### src/rtl/jpeg_rle_encoder.sv
// jpeg_rle_encoder: turns zig-zag ordered quantized DCT coefficients into JPEG
// (run, size, amplitude) symbols, with DC symbols, ZRL (15,0) and EOB (0,0).
// Optional feature macro: JPEG_RLE_DC_PRED_EN. When it is defined, DC is coded
// against a predictor that frame_start clears. When it is not defined, DC is
// coded raw and frame_start is ignored.
//
// Handshake: a beat moves on a side only in a cycle where valid && ready are
// both high at the rising edge. A producer holds valid and its payload until
// that happens. The output register keeps every out_* field stable while
// o_out_valid is high and i_out_ready is low.
module jpeg_rle_encoder #(
    parameter int COEF_W = 11
) (
    input  logic              i_clk,
    input  logic              i_rst,
    input  logic              i_frame_start,
    input  logic              i_in_valid,
    output logic              o_in_ready,
    input  logic              i_in_sob,
    input  logic [COEF_W-1:0] i_in_coef,
    output logic              o_out_valid,
    input  logic              i_out_ready,
    output logic              o_out_dc,
    output logic              o_out_eob,
    output logic [3:0]        o_out_run,
    output logic [3:0]        o_out_size,
    output logic [COEF_W:0]   o_out_amp,
    output logic [1:0]        o_state
);

    localparam int VW = COEF_W + 1;
    localparam int SW = VW + 10;
    localparam logic [VW-1:0] ONE = 1;
    // Symbol layout: {dc, eob, run[3:0], size[3:0], amp[VW-1:0]}
    localparam logic [SW-1:0] SYM_ZRL = {2'b00, 4'd15, 4'd0, {VW{1'b0}}};
    localparam logic [SW-1:0] SYM_EOB = {2'b01, 4'd0, 4'd0, {VW{1'b0}}};

    typedef enum logic [1:0] {
        ST_ACCEPT = 2'd0,
        ST_ZRL    = 2'd1,
        ST_SYM    = 2'd2,
        ST_EOB    = 2'd3
    } state_t;

    state_t        r_state, w_nxt_state;
    logic [5:0]    r_idx, w_nxt_idx;
    logic [5:0]    r_zcnt, w_nxt_zcnt;
    logic [1:0]    r_zrl_cnt, w_nxt_zrl_cnt;
    logic [SW-1:0] r_cap, w_nxt_cap;
    logic [SW-1:0] r_out, w_nxt_out;
    logic          r_out_valid, w_nxt_out_valid;
    logic          w_in_ready;
    logic          w_is_dc;
    logic [VW-1:0] w_coef_ext, w_dc_val, w_val, w_mag, w_mask, w_amp;
    logic [3:0]    w_size;

`ifdef JPEG_RLE_DC_PRED_EN
    logic [COEF_W-1:0] r_pred, w_nxt_pred, w_pred_eff;
    // A frame_start in the same cycle as the DC makes that DC use a zero predictor.
    assign w_pred_eff = i_frame_start ? '0 : r_pred;
    assign w_dc_val   = w_coef_ext - {w_pred_eff[COEF_W-1], w_pred_eff};
`else
    logic w_unused_frame_start;
    assign w_unused_frame_start = i_frame_start;
    assign w_dc_val             = w_coef_ext;
`endif

    // A sob or a wrapped index both start a block. A sob mid-block abandons the
    // old block: its pending zeros are dropped and no EOB is emitted for it.
    assign w_is_dc    = i_in_sob || (r_idx == 6'd0);
    assign w_coef_ext = {i_in_coef[COEF_W-1], i_in_coef};
    assign w_val      = w_is_dc ? w_dc_val : w_coef_ext;
    assign w_mag      = w_val[VW-1] ? (~w_val + ONE) : w_val;
    assign w_mask     = (ONE << w_size) - ONE;
    // Negative values send the low size bits of v-1, which is the one's complement of |v|.
    assign w_amp      = w_val[VW-1] ? ((w_val - ONE) & w_mask) : w_val;

    // Magnitude category: position of the highest set bit of |v|.
    always_comb begin
        w_size = 4'd0;
        for (int i = 0; i < VW; i++) begin
            if (w_mag[i]) w_size = 4'(i + 1);
        end
    end

    // Next-state, symbol selection and input-ready decode.
    always_comb begin
        w_nxt_state     = r_state;
        w_nxt_idx       = r_idx;
        w_nxt_zcnt      = r_zcnt;
        w_nxt_zrl_cnt   = r_zrl_cnt;
        w_nxt_cap       = r_cap;
        w_nxt_out       = r_out;
        w_nxt_out_valid = r_out_valid && !i_out_ready;
        w_in_ready      = 1'b0;
`ifdef JPEG_RLE_DC_PRED_EN
        w_nxt_pred      = w_pred_eff;
`endif
        case (r_state)
            ST_ACCEPT, ST_SYM: begin
                w_in_ready = !r_out_valid || i_out_ready;
                if (i_out_ready) w_nxt_state = ST_ACCEPT;
                if (i_in_valid && w_in_ready) begin
                    w_nxt_idx = w_is_dc ? 6'd1 : r_idx + 6'd1;
                    if (w_is_dc) begin
                        w_nxt_out       = {2'b10, 4'd0, w_size, w_amp};
                        w_nxt_out_valid = 1'b1;
                        w_nxt_zcnt      = 6'd0;
`ifdef JPEG_RLE_DC_PRED_EN
                        w_nxt_pred      = i_in_coef;
`endif
                    end else if (i_in_coef == '0) begin
                        if (r_idx == 6'd63) begin
                            // Trailing zeros collapse into EOB and never produce ZRL.
                            w_nxt_out       = SYM_EOB;
                            w_nxt_out_valid = 1'b1;
                            w_nxt_zcnt      = 6'd0;
                            w_nxt_state     = ST_EOB;
                        end else begin
                            w_nxt_zcnt = r_zcnt + 6'd1;
                        end
                    end else begin
                        w_nxt_zcnt      = 6'd0;
                        w_nxt_out_valid = 1'b1;
                        if (r_zcnt[5:4] != 2'd0) begin
                            // Runs of 16 or more: emit ZRLs first and park the symbol.
                            w_nxt_out     = SYM_ZRL;
                            w_nxt_zrl_cnt = r_zcnt[5:4] - 2'd1;
                            w_nxt_cap     = {2'b00, r_zcnt[3:0], w_size, w_amp};
                            w_nxt_state   = ST_ZRL;
                        end else begin
                            w_nxt_out = {2'b00, r_zcnt[3:0], w_size, w_amp};
                        end
                    end
                end
            end
            ST_ZRL: begin
                if (i_out_ready) begin
                    w_nxt_out_valid = 1'b1;
                    if (r_zrl_cnt == 2'd0) begin
                        w_nxt_out   = r_cap;
                        w_nxt_state = ST_SYM;
                    end else begin
                        w_nxt_zrl_cnt = r_zrl_cnt - 2'd1;
                    end
                end
            end
            ST_EOB: begin
                if (i_out_ready) w_nxt_state = ST_ACCEPT;
            end
            default: w_nxt_state = ST_ACCEPT;
        endcase
    end

    // State, counters and output register; reset abandons any block in flight.
    always_ff @(posedge i_clk) begin
        if (i_rst) begin
            r_state     <= ST_ACCEPT;
            r_idx       <= 6'd0;
            r_zcnt      <= 6'd0;
            r_zrl_cnt   <= 2'd0;
            r_cap       <= '0;
            r_out       <= '0;
            r_out_valid <= 1'b0;
`ifdef JPEG_RLE_DC_PRED_EN
            r_pred      <= '0;
`endif
        end else begin
            r_state     <= w_nxt_state;
            r_idx       <= w_nxt_idx;
            r_zcnt      <= w_nxt_zcnt;
            r_zrl_cnt   <= w_nxt_zrl_cnt;
            r_cap       <= w_nxt_cap;
            r_out       <= w_nxt_out;
            r_out_valid <= w_nxt_out_valid;
`ifdef JPEG_RLE_DC_PRED_EN
            r_pred      <= w_nxt_pred;
`endif
        end
    end

    assign o_in_ready  = w_in_ready && !i_rst;
    assign o_out_valid = r_out_valid;
    assign o_out_dc    = r_out[SW-1];
    assign o_out_eob   = r_out[SW-2];
    assign o_out_run   = r_out[SW-3:SW-6];
    assign o_out_size  = r_out[SW-7:SW-10];
    assign o_out_amp   = r_out[VW-1:0];
    assign o_state     = r_state;

endmodule

### config.mk
export PLATFORM = sky130hd
export DESIGN_NAME = jpeg_rle_encoder
export DESIGN_NICKNAME = d
export VERILOG_FILES = /design/src/rtl/jpeg_rle_encoder.sv
export SDC_FILE = /design/constraint.sdc
export NUM_CORES = 1
export LEC_CHECK = 0
export ABC_AREA = 1
export CORE_AREA = 2 2 72 87
export DETAILED_ROUTE_END_ITERATION = 10
export DIE_AREA = 0 0 74 89
export GPL_TIMING_DRIVEN = 0
export HOLD_SLACK_MARGIN = 0.02
export PLACE_DENSITY = 0.94
export SYNTH_ARGS = -nofsm -noshare
export SYNTH_HDL_FRONTEND = slang
export SYNTH_SLANG_ARGS = --single-unit
### constraint.sdc
create_clock -name i_clk -period 4.48 [get_ports i_clk]
set_clock_uncertainty 0.1 [all_clocks]
set_input_delay 0.448 -clock i_clk [delete_from_list [all_inputs] [get_ports i_clk]]
set_output_delay 0.448 -clock i_clk [all_outputs]
set_load 0.02 [all_outputs]
# Yosys cells after proc, flatten, opt, wreduce, memory -nomap -nowiden
# Cells that the tools add are included.
[totals]
ff_bits = 59
elab_cells = 100
output_inout_bits = 26
input_bits = 17
[classes]
reduce_logical = 20
eq_ne = 12
shift = 1
bitwise_logic = 4
muxes = 49
add_sub_neg = 7
[ops]
columns = ["operator", "count"]
rows = [
  ["$mux W22", 6],
  ["$pmux W22 S2", 1],
  ["$mux W4", 10],
  ["$mux W2", 15],
  ["$mux W12", 2],
  ["$mux W6", 4],
  ["$mux W20", 1],
  ["$ne A2 B2 Y1 const B", 7],
  ["$add A12 B1 Y12 const B", 1],
  ["$add A6 B1 Y6 const B", 2],
  ["$and A12 B12 Y12", 1],
  ["$not A12 Y12", 1],
  ["$shl A1 B4 Y12 const A", 1],
  ["$sub A11 B2 Y12 const B", 1],
  ["$sub A12 B1 Y12 const B", 1],
  ["$logic_not A11 Y1", 1],
  ["$reduce_and A5 Y1", 2],
  ["$mux W1", 7],
  ["$reduce_and A7 Y1", 1],
  ["$eq A6 B6 Y1 const B", 1],
  ["$logic_not A6 Y1", 1],
  ["$pmux W2 S3", 1],
  ["$eq A2 B2 Y1 const B", 2],
  ["$logic_not A2 Y1", 2],
  ["12 further kinds", 21],
]

# Longest topological paths before layout
# Gate-level depths: netlist of the first run.
[logic_depth]
ltp_word = 24
depth_mapped = 23
depth_no_buf = 23

# Worst setup path before layout of the first run
# OpenSTA, ideal clock, no wires.
[synth_path]
path_kind = "input port to flip-flop"
from = "in i_in_coef[0]"
to = "reg r_out[1]"
cell_stages = 19
t_arrival_ns = 2.466
path_buffers = 0
slack_ns = 1.847
path_cell_list = "inv_1 ha_1 inv_1 nand2_1 nand3_1 nand3_1 nand3_1 nand2_1 nand2_1 nand2_1 nand2_1 nand2_1 nand2_1 nand2_1 nand3_1 ha_1 o31ai_1 a221oi_1 nor2_1"
[synth_between]
elab_chain_cells = 24
[synth_lines]
columns = ["element", "line", "text"]
rows = [
  ["start: declaration", "20", "input logic [COEF_W-1:0] i_in_coef,"],
  ["$not A12 Y12", "73", "assign w_mag = w_val[VW-1] ? (~w_val + ONE) : w_val;"],
  ["$add A12 B1 Y12", "73", ""],
  ["$mux W12", "73", ""],
  ["$mux W1", "82", "if (w_mag[i]) w_size = 4'(i + 1);"],
  ["$mux W2", "82", ""],
  ["$mux W4 (10 in series)", "82", ""],
  ["$shl A1 B4 Y12", "74", "assign w_mask = (ONE << w_size) - ONE;"],
  ["$sub A12 B1 Y12", "74", ""],
  ["$and A12 B12 Y12", "76", "assign w_amp = w_val[VW-1] ? ((w_val - ONE) & w_mask) : w_val;"],
  ["$mux W12", "76", ""],
  ["$mux W20", "125", "if (r_zcnt[5:4] != 2'd0) begin"],
  ["$mux W22", "112", "end else if (i_in_coef == '0) begin"],
  ["$mux W22", "105", "if (w_is_dc) begin"],
  ["$mux W22", "103", "if (i_in_valid && w_in_ready) begin"],
  ["$pmux W22 S2", "99", "case (r_state)"],
  ["end signal: assignment", "174", "r_out <= w_nxt_out;"],
  ["end: declaration", "50", "logic [SW-1:0] r_out, w_nxt_out;"],
]
# Several ways; a longest one is shown, not always the timed one. The select of a mux whose other input is x is not followed.
# A chain may end at the register's enable or synchronous reset.

# Worst setup path in the final report of the first run
# Ends and elaborated chain as after synthesis.

==> results of run 1 <==
==> worst max-delay path by stage <==
stage | start | cells after the start | endpoint
detailed placement | i_in_coef[0] | 20 | r_cap[1]
global placement | i_in_coef[0] | 20 | r_out[1]
finish | i_in_coef[0] | 20 | r_out[1]
CTS | i_in_coef[0] | 20 | r_out[1]
global route | i_in_coef[0] | 20 | r_out[1]
floorplan | i_in_coef[0] | 19 | r_out[1]
==> sequential cells by signal, indices dropped and copies added, names as in the netlist <==
name and cells:
r_out 22, r_cap 20, r_idx 6, r_zcnt 6
o_state 2, r_zrl_cnt 2, o_out_valid 1
==> final cells by class <==
type / instances / share of cell area, %
buffer: 20 / 2.07
inverter: 58 / 5.35
multi-input combinational: 350 / 45.5
clock inverter: 6 / 2.70
tap: 80 / 2.43
timing repair buffer: 41 / 9.96
sequential: 59 / 28.7
clock buffer: 10 / 3.34
==> per-layer routing <==
layer  track usage, %  part of all wire [%]  up-vias  wire length (um)
met1             35.7                    40     1702              3750
li1                 -                     -     1741                 -
met3             5.98                   6.1       35               580
met4             17.0                   3.4        0               325
met2             55.4                    51      166              4830
met5                0                     0        -                 0
==> synthesized netlist by cell type (all sizes together) (6+ instances only) <==
cell type  number  area [um2]
inv            57         216
nor2           48         218
a221oi          6        52.6
o21bai          7        52.6
nand4           6        37.5
nand2          98         400
o21ai          51         259
buf             6        32.5
nand3          32         165
nor3            7        35.0
a21oi          53         265
clkbuf         14        52.6
xor2           11         119
dfxtp          59        1180
==> critical path: cells and delay by family <==
kind,cells,cell delay (ns)
AND/OR/NAND/NOR,13,1.12
AO/OA/AOI/OAI,2,0.53
buffers and inverters,3,0.70
adder cells (fa/ha/maj),2,0.65
==> power breakdown <==
| group | internal (W) | leakage, nW | switching [W] | total [W] |
|---|---|---|---|---|
| Sequential | 0.000542 | 0.481 | 0.00000943 | 0.000551 |
| Clock | 0.000385 | 0.123 | 0.000226 | 0.000611 |
| Combinational | 0.0000868 | 1.18 | 0.000142 | 0.000229 |
==> cell families (layout without fill, tap and decap cells) <==
family	count (synthesis)	count (layout)	share of synthesized area (%)
buf+inv	78	135	9.09
fa+ha+maj	5	5	1.86
compound gates	136	136	23.3
simple gates	196	196	26.6
xor+xnor	13	13	4.06
flops	59	59	35.2
==> metrics by stage <==
step / std cells / utilization [%] / hold slack [ns] / setup slack, ns
6_report: 624 / 72.7 / 0.362 / 1.20
5_1_grt: 624 / 72.7 / 0.395 / 1.00
4_1_cts: 624 / 72.7 / 0.366 / 1.25
3_5_place_dp: 608 / 68.3 / 0.357 / 0.895
3_3_place_gp: 608 / 68.3 / 0.347 / 0.945
2_1_floorplan: 487 / - / 0.336 / 1.85
==> impl_metrics.py, run 1 <==
metrics = {
    "sta": {
        "fmax_mhz": 304,
        "setup_total_negative_slack_ns": 0,
        "max-slew-margin-rel_pct": 36.2,
        "timing.final.max_slew_violations": 0,
        "timing_worst_slew_pin_value_ns": 0.951,
        "finalCritPeriodShare_pct": 73.3,
        "number_of_failing_setup_endpoints_in_the_final_timing_report": 0,
        "grt_setup_unrepaired": "no",
        "finalWorstPathRequiredPeriod_ns": 3.28,
        "timing.final.hold_violations": 0,
    },
    "routing": {
        "drt-pass1-iter-count": 6,
        "drt_iter0_markers": 397,
        "drc": 0,
        "ant_nets": 0,
        "route.detailed.wl_per_inst_um": 15.2,
        "drt-vias-per-instance": 5.84,
        "wirelength_um": 9480,
        "num_vias": 3644,
    },
    "clock_network": {
        "cts_hold_repair.buffers": 0,
        "worst_setup_hold_path_clk_slew_ns": 0.07,
        "cts_repair_resize_count": 0,
        "cts_tree": "done",
        "ctsHtreeMaxLevel": 3,
        "max-clock-path-buffers": 2,
        "clk-insertion-delay-late_ns": 0.35,
        "clock_sinks": 59,
        "cts_root_buffer": "clkbuf_8",
        "post_cts_buffers": 0,
        "cts_inserted_buffers": 9,
    },
    "synthesis": {
        "ys.flop_type": "dfxtp_1",
        "synth-edff-count": 0,
        "synth-seq-area-share_pct": 35.2,
        "distinct_cell_type_count_after_synthesis": 43,
        "synth_fp_nets": 509,
        "syn_inst": 487,
        "syn_area_mm2": 0.00336,
        "ys.warnings.count": 0,
        "async_reset_ff_share_pct": 0,
        "ys_seq_elements": 59,
        "post_synth.cell_area_avg_um2": 6.90,
    },
    "outcome": {
        "outcome": "finished, final reports clean",
    },
    "critical_path": {
        "regToRegSetupSlack_ns": 1.82,
        "critical_path_cell_by_cell": "clkdlybuf4s50_1 -> inv_1 -> ha_1 -> inv_1 -> nand2_1 -> nand3_1 -> nand3_1 -> nand3_1 -> nand2_1 -> nand2_1 -> nand2_1 -> nand2_1 -> nand2_1 -> nand2_1 -> nand2_1 -> nand3_1 -> ha_1 -> o31ai_1 -> a221oi_1 -> nor2_1",
        "r2r_start": "r_idx[0]",
        "rr_worst_depth": 11,
        "cp.required_ns": 4.66,
        "cell_repeated_most_along_the_worst_path": "nand2_1",
        "cp_max_fo": 7,
        "timing_worst_setup_path_type": "input port to flip-flop",
        "critical_path.startpoint_type": "input port",
        "slowest_stage": "clkdlybuf4s50_1",
        "slowest_delay_ns": 0.42,
        "critPathArrivalTime_ns": 3.46,
        "crit-reg2reg-capture": "r_out[10]",
        "element_type_at_the_critical_path_end": "flip-flop",
    },
    "worst_hold_path": {
        "hold_end": "r_cap[11]",
        "hold_path_startpoint": "r_cap[11]",
        "hold_path_class": "flip-flop to flip-flop",
        "holdPathStages": 2,
    },
    "floorplan": {
        "initial_cell_density_of_the_core_pct": 59.3,
        "floorplan.io_pins": 43,
        "dieArea_mm2": 0.00659,
        "core_area_mm2": 0.00567,
        "fp.dieW_um": 74,
        "std_cell_rows": 30,
        "die_y_um": 89,
    },
    "grt": {
        "grt_pass1_vias": 3488,
        "grt_pass1_wl_um": 16000,
        "gr-total-overflow": 0,
        "maximum_number_of_pins_on_one_net_before_global_route_repair": 12,
        "grt_usage_pct": 31.5,
        "antenna_found_initial": 0,
    },
    "layout": {
        "multi_input_gate_area_in_the_final_layout_mm2": 0.00187,
        "area.growth.synth_to_final_pct": 22.6,
        "layout_common_cells": "nand2_1, dfxtp_1, inv_1, a21oi_1, o21ai_0",
        "mostFrequentLayoutCell": "nand2_1",
        "post-route-cell-area_mm2": 0.00412,
        "final.fill_count": 469,
        "n_antenna_cell": 0,
        "regArea_mm2": 0.00118,
        "finish.net_count": 561,
        "post_route_cells_drive_above_1_share_pct": 9.38,
    },
    "place": {
        "buffer_ports.inserted": 41,
        "detailed_place.area_mm2": 0.00387,
        "post-dp-hpwl_um": 6870,
        "gp_congestion": 1.00,
    },
    "power_and_ir_drop": {
        "pwr_dens_mw_per_mm2": 338,
        "power.total_w": 0.00139,
        "worst_case_vdd_ir_drop_mv": 0.237,
        "static_leakage_power_nw": 1.79,
    },
    "run": {
        "max_cap_violations": 0,
    },
}
(Power assumes the default switching activity.)
==> run 2, diff against run 1 <==
Settings changed: CORE_AREA 2 2 72 87 to 2 2 78 95, DIE_AREA 0 0 74 89 to 0 0 80 97, PLACE_DENSITY 0.94 to 0.85.
Clock period 4.48 ns to 2.85 ns, I/O delays scaled along.
==> impl_metrics.py, run 2 (same netlist as run 1, synthesis figures left out) <==
metrics = {
    "layout": {
        "post_route_cells_drive_above_1_share_pct": 11.3,
        "area.growth.synth_to_final_pct": 24.6,
        "final_core_utilization_pct": 61.8,
        "finish.net_count": 566,
        "largest_reg_flops": 22,
        "layout_common_cells": "nand2_1, dfxtp_1, a21oi_1",
        "mostFrequentLayoutCell": "nand2_1",
        "largest-register": "r_out",
        "final.fill_count": 630,
        "multi_input_gate_area_in_the_final_layout_mm2": 0.00192,
        "layout_top_registers": "r_out: 22 flops, r_cap: 20 flops",
        "final_cell_count_no_fill": 636,
        "n_antenna_cell": 0,
        "regArea_mm2": 0.00118,
    },
    "sta": {
        "timing.final.max_slew_violations": 0,
        "number_of_failing_setup_endpoints_in_the_final_timing_report": 0,
        "grt_setup_unrepaired": "no",
        "finalCritPeriodShare_pct": 95.5,
        "timing_worst_slew_pin_value_ns": 1.00,
        "timing.final.hold_violations": 0,
        "finalWorstPathRequiredPeriod_ns": 2.72,
        "fmax_mhz": 367,
        "max-slew-margin-rel_pct": 32.6,
        "finalWorstSetupSlack_ns": 0.129,
    },
    "clock_network": {
        "cts_tree": "done",
        "worst_setup_hold_path_clk_slew_ns": 0.07,
        "cts_hold_repair.buffers": 0,
        "cts_inserted_buffers": 9,
        "ctsHtreeMaxLevel": 3,
        "clock_sinks": 59,
        "clk-insertion-delay-late_ns": 0.35,
        "max-clock-path-buffers": 2,
        "cts_root_buffer": "clkbuf_8",
    },
    "place": {
        "buffer_ports.inserted": 41,
        "placed_cells": 615,
        "post-dp-hpwl_um": 7040,
        "gp_congestion": 0.960,
        "dpl_worst_slack_ns": -0.585,
    },
    "critical_path": {
        "cp.required_ns": 3.03,
        "slowest_delay_ns": 0.81,
        "critical_path.startpoint_type": "input port",
        "rr_worst_depth": 9,
        "cp_max_fo": 10,
        "regToRegSetupSlack_ns": 0.14,
        "slowest_stage": "a211oi_1",
        "element_type_at_the_critical_path_end": "flip-flop",
        "crit_family": "compound AO/OA/AOI/OAI gates",
        "critical_path_cell_by_cell": "clkdlybuf4s50_1 -> nor2_1 -> nand2_1 -> nor2_1 -> nand2_1 -> nor2_1 -> a211oi_1 -> buf_2 -> nand2_1 -> a21oi_1",
        "crit-reg2reg-capture": "r_out[12]",
        "crit_buf_inv": 2,
        "critPathArrivalTime_ns": 2.90,
        "timing_worst_setup_path_type": "input port to flip-flop",
        "r2r_start": "r_idx[0]",
    },
    "grt": {
        "grt_pass1_wl_um": 15800,
        "gr-total-overflow": 0,
        "maximum_number_of_pins_on_one_net_before_global_route_repair": 11,
        "grt_pass1_vias": 3531,
        "antenna_found_initial": 0,
        "grt_usage_pct": 25.9,
    },
    "floorplan": {
        "dieArea_mm2": 0.00776,
        "std_cell_rows": 33,
        "die_y_um": 97,
        "initial_cell_density_of_the_core_pct": 49.6,
        "core_area_mm2": 0.00677,
        "floorplan.io_pins": 43,
        "fp.dieW_um": 80,
    },
    "worst_hold_path": {
        "holdPathStages": 4,
        "hold_path_startpoint": "i_in_coef[6]",
        "hold_end": "r_cap[6]",
        "hold_path_class": "input port to flip-flop",
    },
    "routing": {
        "drt_iter0_markers": 263,
        "wirelength_um": 9600,
        "route.detailed.wl_per_inst_um": 15.1,
        "drt-pass1-iter-count": 5,
        "num_vias": 3618,
        "drc": 0,
        "drt-vias-per-instance": 5.69,
        "ant_nets": 0,
    },
    "power_and_ir_drop": {
        "pwr_dens_mw_per_mm2": 481,
        "static_leakage_power_nw": 1.86,
        "worst_case_vdd_ir_drop_mv": 0.297,
    },
    "run": {
        "max_cap_violations": 0,
    },
    "outcome": {
        "outcome": "finished, final reports clean",
    },
}
run 2: cell count changes in the layout (fill, tap and decap cells not counted), moves of 2 or more:
| cell | before | now |
|---|---|---|
| clkdlybuf4s50_1 | 41 | 34 |
| dlymetal6s2s_1 | 0 | 7 |
| buf_4 | 1 | 6 |
| nor2_4 | 3 | 6 |
| bufinv_16 | 3 | 1 |
| nor2_2 | 6 | 4 |
run 2: timing repair:
item                       in CTS  in global routing
setup endpoints to repair      27                 26
pin swaps                       0                  2
buffers inserted                0                  5
hold endpoints to repair        0                  0
resized for setup               5                 22
run 2: power by group:
| group | switching, W | total (W) | internal, W |
|---|---|---|---|
| logic | 0.000228 | 0.000373 | 0.000145 |
| registers | 0.0000153 | 0.000867 | 0.000852 |
| clock network | 0.000348 | 0.000774 | 0.000426 |
run 2: worst reg2reg max path: cells and delay by family, from the launching register on:
kind | cells | cell delay, ns
compound gates | 2 | 1.00
fa+ha+maj | 1 | 0.15
buf+inv | 3 | 0.60
flops | 1 | 0.35
simple gates | 3 | 0.46
run 2: final cells by class:
cell class                 instances  share of cell area, %
multi-input combinational        350                   45.8
sequential                        59                   28.2
timing repair buffer              46                   11.1
inverter                          58                   5.32
clock buffer                      12                   3.47
tap                               87                   2.60
buffer                            20                   2.30
clock inverter                     4                   1.20
run 2: how the worst max path moves through the flow:
stage | cells after the start | from | slack [ns] | endpoint
after global routing | 18 | i_in_coef[5] | 0.01 | r_out[6]
after detailed placement | 20 | i_in_coef[0] | -0.59 | r_cap[1]
final | 10 | i_in_coef[7] | 0.13 | r_out[12]
after global placement | 24 | i_in_coef[0] | -0.49 | r_out[6]
after CTS | 24 | i_in_coef[0] | 0.01 | r_out[6]
after floorplan | 19 | i_in_coef[0] | 0.38 | r_out[1]
run 2: metrics by stage:
step	hold WS (ns)	setup TNS, ns	power (W)	area (um2)
4_1_cts	0.382	0	0.00200	4090
5_1_grt	0.398	0	0.00210	4190
3_3_place_gp	0.346	-13.19	0.00123	3880
2_1_floorplan	0.263	0	0.00110	3360
3_5_place_dp	0.357	-16.06	0.00124	3880
6_report	0.372	0	0.00201	4190
run 2: per-layer routing:
| layer | global-route usage (%) | share of wire, % | up-vias |
|---|---|---|---|
| li1 | - | - | 1745 |
| met1 | 28.5 | 41 | 1714 |
| met2 | 45.1 | 51 | 133 |
| met3 | 7.09 | 5.7 | 26 |
| met4 | 12.3 | 2.3 | 0 |
| met5 | 0 | 0 | - |
